**src/rtl/reg_file_2r1w_pkg.sv**
```systemverilog
// Shared constants for the 2-read/1-write register file: default geometry
// and the read-during-write ordering encodings.
package rf_pkg;

   localparam int RF_WIDTH  = 16;
   localparam int RF_DEPTH  = 8;
   localparam int RF_ADDR_W = 3;

   // Values for the BYPASS parameter.
   localparam int RF_WRITE_FIRST = 1;
   localparam int RF_READ_FIRST  = 0;

endpackage

```
**src/rtl/reg_file_2r1w_read_port.sv**
```systemverilog
// One registered read port: resolves range, written flag and read-during-write
// ordering against the write port and clear, then registers the result.
module rf_read_port
   import rf_pkg::*;
#(
   parameter int WIDTH  = RF_WIDTH,
   parameter int DEPTH  = RF_DEPTH,
   parameter int ADDR_W = RF_ADDR_W,
   parameter int BYPASS = RF_WRITE_FIRST
) (
   input  logic              clk,
   input  logic              reset,
   input  logic              clr,
   input  logic              we,
   input  logic [ADDR_W-1:0] waddr,
   input  logic [WIDTH-1:0]  wdata,
   input  logic [WIDTH-1:0]  mem [DEPTH],
   input  logic [DEPTH-1:0]  written,
   input  logic              re,
   input  logic [ADDR_W-1:0] raddr,
   output logic [WIDTH-1:0]  rdata,
   output logic              rvalid,
   output logic              rmiss
);

   localparam logic [ADDR_W:0] DEPTH_L = (ADDR_W + 1)'(DEPTH);

   logic             in_range;
   logic [WIDTH-1:0] rd_data;
   logic             rd_miss;

   assign in_range = ({1'b0, raddr} < DEPTH_L);

   always_comb begin
      rd_data = '0;
      rd_miss = 1'b1;
      if (in_range) begin
         // Write-first ordering sees this cycle's clear or write; read-first
         // always sees the array as it stood before the edge.
         if (BYPASS == RF_WRITE_FIRST && clr) begin
            rd_data = '0;
            rd_miss = 1'b1;
         end else if (BYPASS == RF_WRITE_FIRST && we && waddr == raddr) begin
            rd_data = wdata;
            rd_miss = 1'b0;
         end else begin
            rd_data = mem[raddr];
            rd_miss = ~written[raddr];
         end
      end
   end

   always_ff @(posedge clk) begin
      if (reset) begin
         rdata  <= '0;
         rvalid <= 1'b0;
         rmiss  <= 1'b0;
      end else begin
         rvalid <= re;
         if (re) begin
            rdata <= rd_data;
            rmiss <= rd_miss;
         end else begin
            rmiss <= 1'b0;
         end
      end
   end

endmodule

```
**src/rtl/reg_file_2r1w.sv**
```systemverilog
// DEPTH x WIDTH register file, one write port and two registered read ports,
// with per-entry written flags and out-of-range write reporting.
module reg_file_2r1w
   import rf_pkg::*;
#(
   parameter int WIDTH  = RF_WIDTH,
   parameter int DEPTH  = RF_DEPTH,
   parameter int ADDR_W = RF_ADDR_W,
   parameter int BYPASS = RF_WRITE_FIRST
) (
   input  logic              clk,
   input  logic              reset,
   input  logic              clr,
   input  logic              we,
   input  logic [ADDR_W-1:0] waddr,
   input  logic [WIDTH-1:0]  wdata,
   input  logic              re_a,
   input  logic [ADDR_W-1:0] raddr_a,
   output logic [WIDTH-1:0]  rdata_a,
   output logic              rvalid_a,
   output logic              rmiss_a,
   input  logic              re_b,
   input  logic [ADDR_W-1:0] raddr_b,
   output logic [WIDTH-1:0]  rdata_b,
   output logic              rvalid_b,
   output logic              rmiss_b,
   output logic              werr
);

   localparam logic [ADDR_W:0] DEPTH_L = (ADDR_W + 1)'(DEPTH);

   logic [WIDTH-1:0] mem [DEPTH];
   logic [DEPTH-1:0] written;
   logic             w_in_range;

   assign w_in_range = ({1'b0, waddr} < DEPTH_L);

   always_ff @(posedge clk) begin
      if (reset) begin
         for (int i = 0; i < DEPTH; i++) mem[i] <= '0;
         written <= '0;
         werr    <= 1'b0;
      end else begin
         // Out-of-range writes are reported even when clr drops the write.
         werr <= we && !w_in_range;
         if (clr) begin
            for (int i = 0; i < DEPTH; i++) mem[i] <= '0;
            written <= '0;
         end else if (we && w_in_range) begin
            mem[waddr]     <= wdata;
            written[waddr] <= 1'b1;
         end
      end
   end

   rf_read_port #(
      .WIDTH(WIDTH), .DEPTH(DEPTH), .ADDR_W(ADDR_W), .BYPASS(BYPASS)
   ) u_port_a (
      .clk(clk), .reset(reset), .clr(clr),
      .we(we), .waddr(waddr), .wdata(wdata),
      .mem(mem), .written(written),
      .re(re_a), .raddr(raddr_a),
      .rdata(rdata_a), .rvalid(rvalid_a), .rmiss(rmiss_a)
   );

   rf_read_port #(
      .WIDTH(WIDTH), .DEPTH(DEPTH), .ADDR_W(ADDR_W), .BYPASS(BYPASS)
   ) u_port_b (
      .clk(clk), .reset(reset), .clr(clr),
      .we(we), .waddr(waddr), .wdata(wdata),
      .mem(mem), .written(written),
      .re(re_b), .raddr(raddr_b),
      .rdata(rdata_b), .rvalid(rvalid_b), .rmiss(rmiss_b)
   );

endmodule

```
**config.mk**
```make
export PLATFORM = sky130hd
export DESIGN_NAME = reg_file_2r1w
export DESIGN_NICKNAME = d
export VERILOG_FILES = /design/src/rtl/reg_file_2r1w_pkg.sv /design/src/rtl/reg_file_2r1w_read_port.sv /design/src/rtl/reg_file_2r1w.sv
export SDC_FILE = /design/constraint.sdc
export NUM_CORES = 1
export LEC_CHECK = 0
export ABC_CLOCK_PERIOD_IN_PS = 2100
export CORE_AREA = 5 5 137 139
export CTS_CLUSTER_SIZE = 20
export DETAILED_ROUTE_END_ITERATION = 7
export DIE_AREA = 0 0 142 144
export GPL_TIMING_DRIVEN = 1
export PLACE_DENSITY = 0.77
export SLEW_MARGIN = 20
export SYNTH_ARGS = -nofsm -noshare
export SYNTH_HDL_FRONTEND = slang
export SYNTH_SLANG_ARGS = --single-unit
```
**constraint.sdc**
```tcl
create_clock -name clk -period 2.1 [get_ports clk]
set_input_delay 0.315 -clock clk [delete_from_list [all_inputs] [get_ports clk]]
set_output_delay 0.315 -clock clk [all_outputs]
set_load 0.005 [all_outputs]
```
==> results.toml <==
[cells_and_area]
fin_area_um2 = 10100
layout_common_cells = "nand2_1, dfxtp_1, a21oi_1"
post-route-util_pct = 57.8
drive_gt1_share_pct = 20.1
n_antenna_cell = 0
fin_nets = 968
num-fill-cells = 1485
syn_to_final_growth_pct = 19.5
layout_commonest_cell = "nand2_1"

[logic_synthesis]
synth_warnings = 0
synth_area_per_cell_um2 = 9.51
ys_types = 34
ys_ff_latch = 172
seq_area_frac_synth_pct = 40.6
netlist_area_um2 = 8480
synth_cells = 892
syn_nets = 923

[global_route]
grt_overflow = 0
antenna_found_initial = 0
grt.total_usage_pct = 24.4
grt_pass1_wl_um = 38900
grt_pass1_vias = 7179
grt_max_degree = 45

[power_and_ir_drop]
power_density_nw_per_um2 = 716
p_leak_nw = 3.43
vdd_drop_max_mv = 0.596

[clock_network]
cts_made_buffers = 17
clock_path_buffers = 2
cts-htree-levels = 4
cts_setup_buffers = 0
hold_buffers = 0
cts_resized = 0
cts_tree = "done"
clock_sinks = 172
clock_latency_ps = 440
clockRootBuffer = "clkbuf_16"
clk_pin_slew_ps = 70

[detailed_routing]
vias = 6999
routedWlPerCell_um = 20.3
drt_wl_total_um = 24000
drt_iter0_drc = 760
dr.pass1.iters = 6
drc_errors = 0
ant_nets = 0
vias_per_cell = 5.94

[die]
die_area_um2 = 20400
die_h_um = 144
start_util_pct = 48.4
io_pins = 68
row_count = 49
coreArea_um2 = 17500
chipWidth_um = 142

[setup_path]
slowest_delay_ps = 550
startpoint_type = "flop"
endpoint_kind = "output port"
cp_data_arrival_time_ps = 1420
critical_path.slowest_cell = "clkdlybuf4s50_1"
path_max_fanout = 2
worst-endpoint-required_ps = 1780
crit_buf_inv = 1
crit_family = "buffers and inverters"
worstSetupPathType = "reg -> out"
cp_cell_sequence = "clkdlybuf4s50_1"

[sta]
hold_viol = 0
fin_crit_ps = 1730
setup_viol = 0
drv_slew = 0
skew_ps = 6.42
max_freq_mhz = 577
finalCritPeriodShare_pct = 82.5
rsz0062_at_grt = "false"

[status]
status = "finished clean"

[placement]
portBuffers = 66
dp_hpwl_um = 15900
gp_congestion = 0.870
place_area_um2 = 9520

[hold_path]
min_path_type = "reg -> reg"

[job]
cap_viol_max_count = 0
power by group:
part / internal [mW] / total, mW / switching (mW) / leakage [nW]
Clock: 1.91 / 3.25 / 1.34 / 0.295
Combinational: 0.284 / 0.687 / 0.403 / 1.75
Sequential: 3.29 / 3.32 / 0.0210 / 1.39
Total: 5.49 / 7.25 / 1.76 / 3.43
sequential cells by signal, indices dropped and copies added, names as in the netlist:
register,flops
u_port_b.rmiss,1
u_port_a.rdata,16
u_port_a.rmiss,1
u_port_b.rdata,16
mem,128
u_port_b.rvalid,1
u_port_a.rvalid,1
written,8
final timing paths:
check                                       start            endpoint  slack, ps  cells after the start
worst max-delay path            u_port_b.rdata[0]          rdata_b[0]        370                      1
worst min-delay path            u_port_b.rdata[5]   u_port_b.rdata[5]        460                      2
worst max register to register            mem[14]  u_port_a.rdata[14]        820                      3
worst min register to register  u_port_b.rdata[5]   u_port_b.rdata[5]        460                      2
routing by layer:
metal  part of all wire (%)  global-route usage (%)
met1                     39                    30.3
met2                     51                    42.4
met3                    7.6                    4.73
met4                    2.4                    9.24
met5                      0                       0
per-stage QoR:
stage | setup slack (ps) | TNS, ps | hold WS, ps | std cells | total power, mW
floorplan | 425 | 0 | 409 | 892 | 3.79
global placement | -9.40 | -86.3 | 445 | 1147 | 4.06
detailed placement | -30.2 | -292 | 447 | 1147 | 4.07
CTS | 395 | 0 | 465 | 1179 | 7.26
global route | 329 | 0 | 483 | 1179 | 7.45
finish | 368 | 0 | 463 | 1179 | 7.25
cell families after synthesis:
group	count (synthesis)	share of synthesized area, %
AND/OR/NAND/NOR	333	16.6
flip-flops	172	40.6
AO/OA/AOI/OAI	166	13.3
buffers and inverters	112	6.59
multiplexers	102	22.1
XOR/XNOR	6	0.797
other	1	0.0442
synthesized netlist by cell type, drive strengths merged:
master	number	area share (%)
xor2	6	0.80
o41ai	4	0.86
nor4b	1	0.28
o21ai	2	0.12
or2	1	0.074
nor4bb	3	0.35
nand4	1	0.074
nor2	18	0.80
mux4	68	18
or4	2	0.27
clkbuf	42	1.9
mux2	2	0.27
and4b	3	0.35
mux2i	32	3.8
and4	1	0.10
nand4b	3	0.31
dfxtp	172	41
conb	1	0.044
nor2b	2	0.15
nand2	290	13
o221ai	32	4.8
or4b	1	0.12
nor3b	2	0.18
nand4bb	5	0.66
a21oi	128	7.6
inv	17	0.75
buf	53	4.0
final cells by class:
class | instances | area, um^2 | share of cell area, %
multi-input cells | 608 | 4530 | 44.7
flip-flops and latches | 172 | 3440 | 34.0
repair buffers | 121 | 1200 | 11.9
clock buffers | 19 | 443 | 4.37
well taps | 229 | 287 | 2.83
clock inverters | 13 | 166 | 1.64
inverters | 17 | 63.8 | 0.630
(Power assumes the default switching activity.)
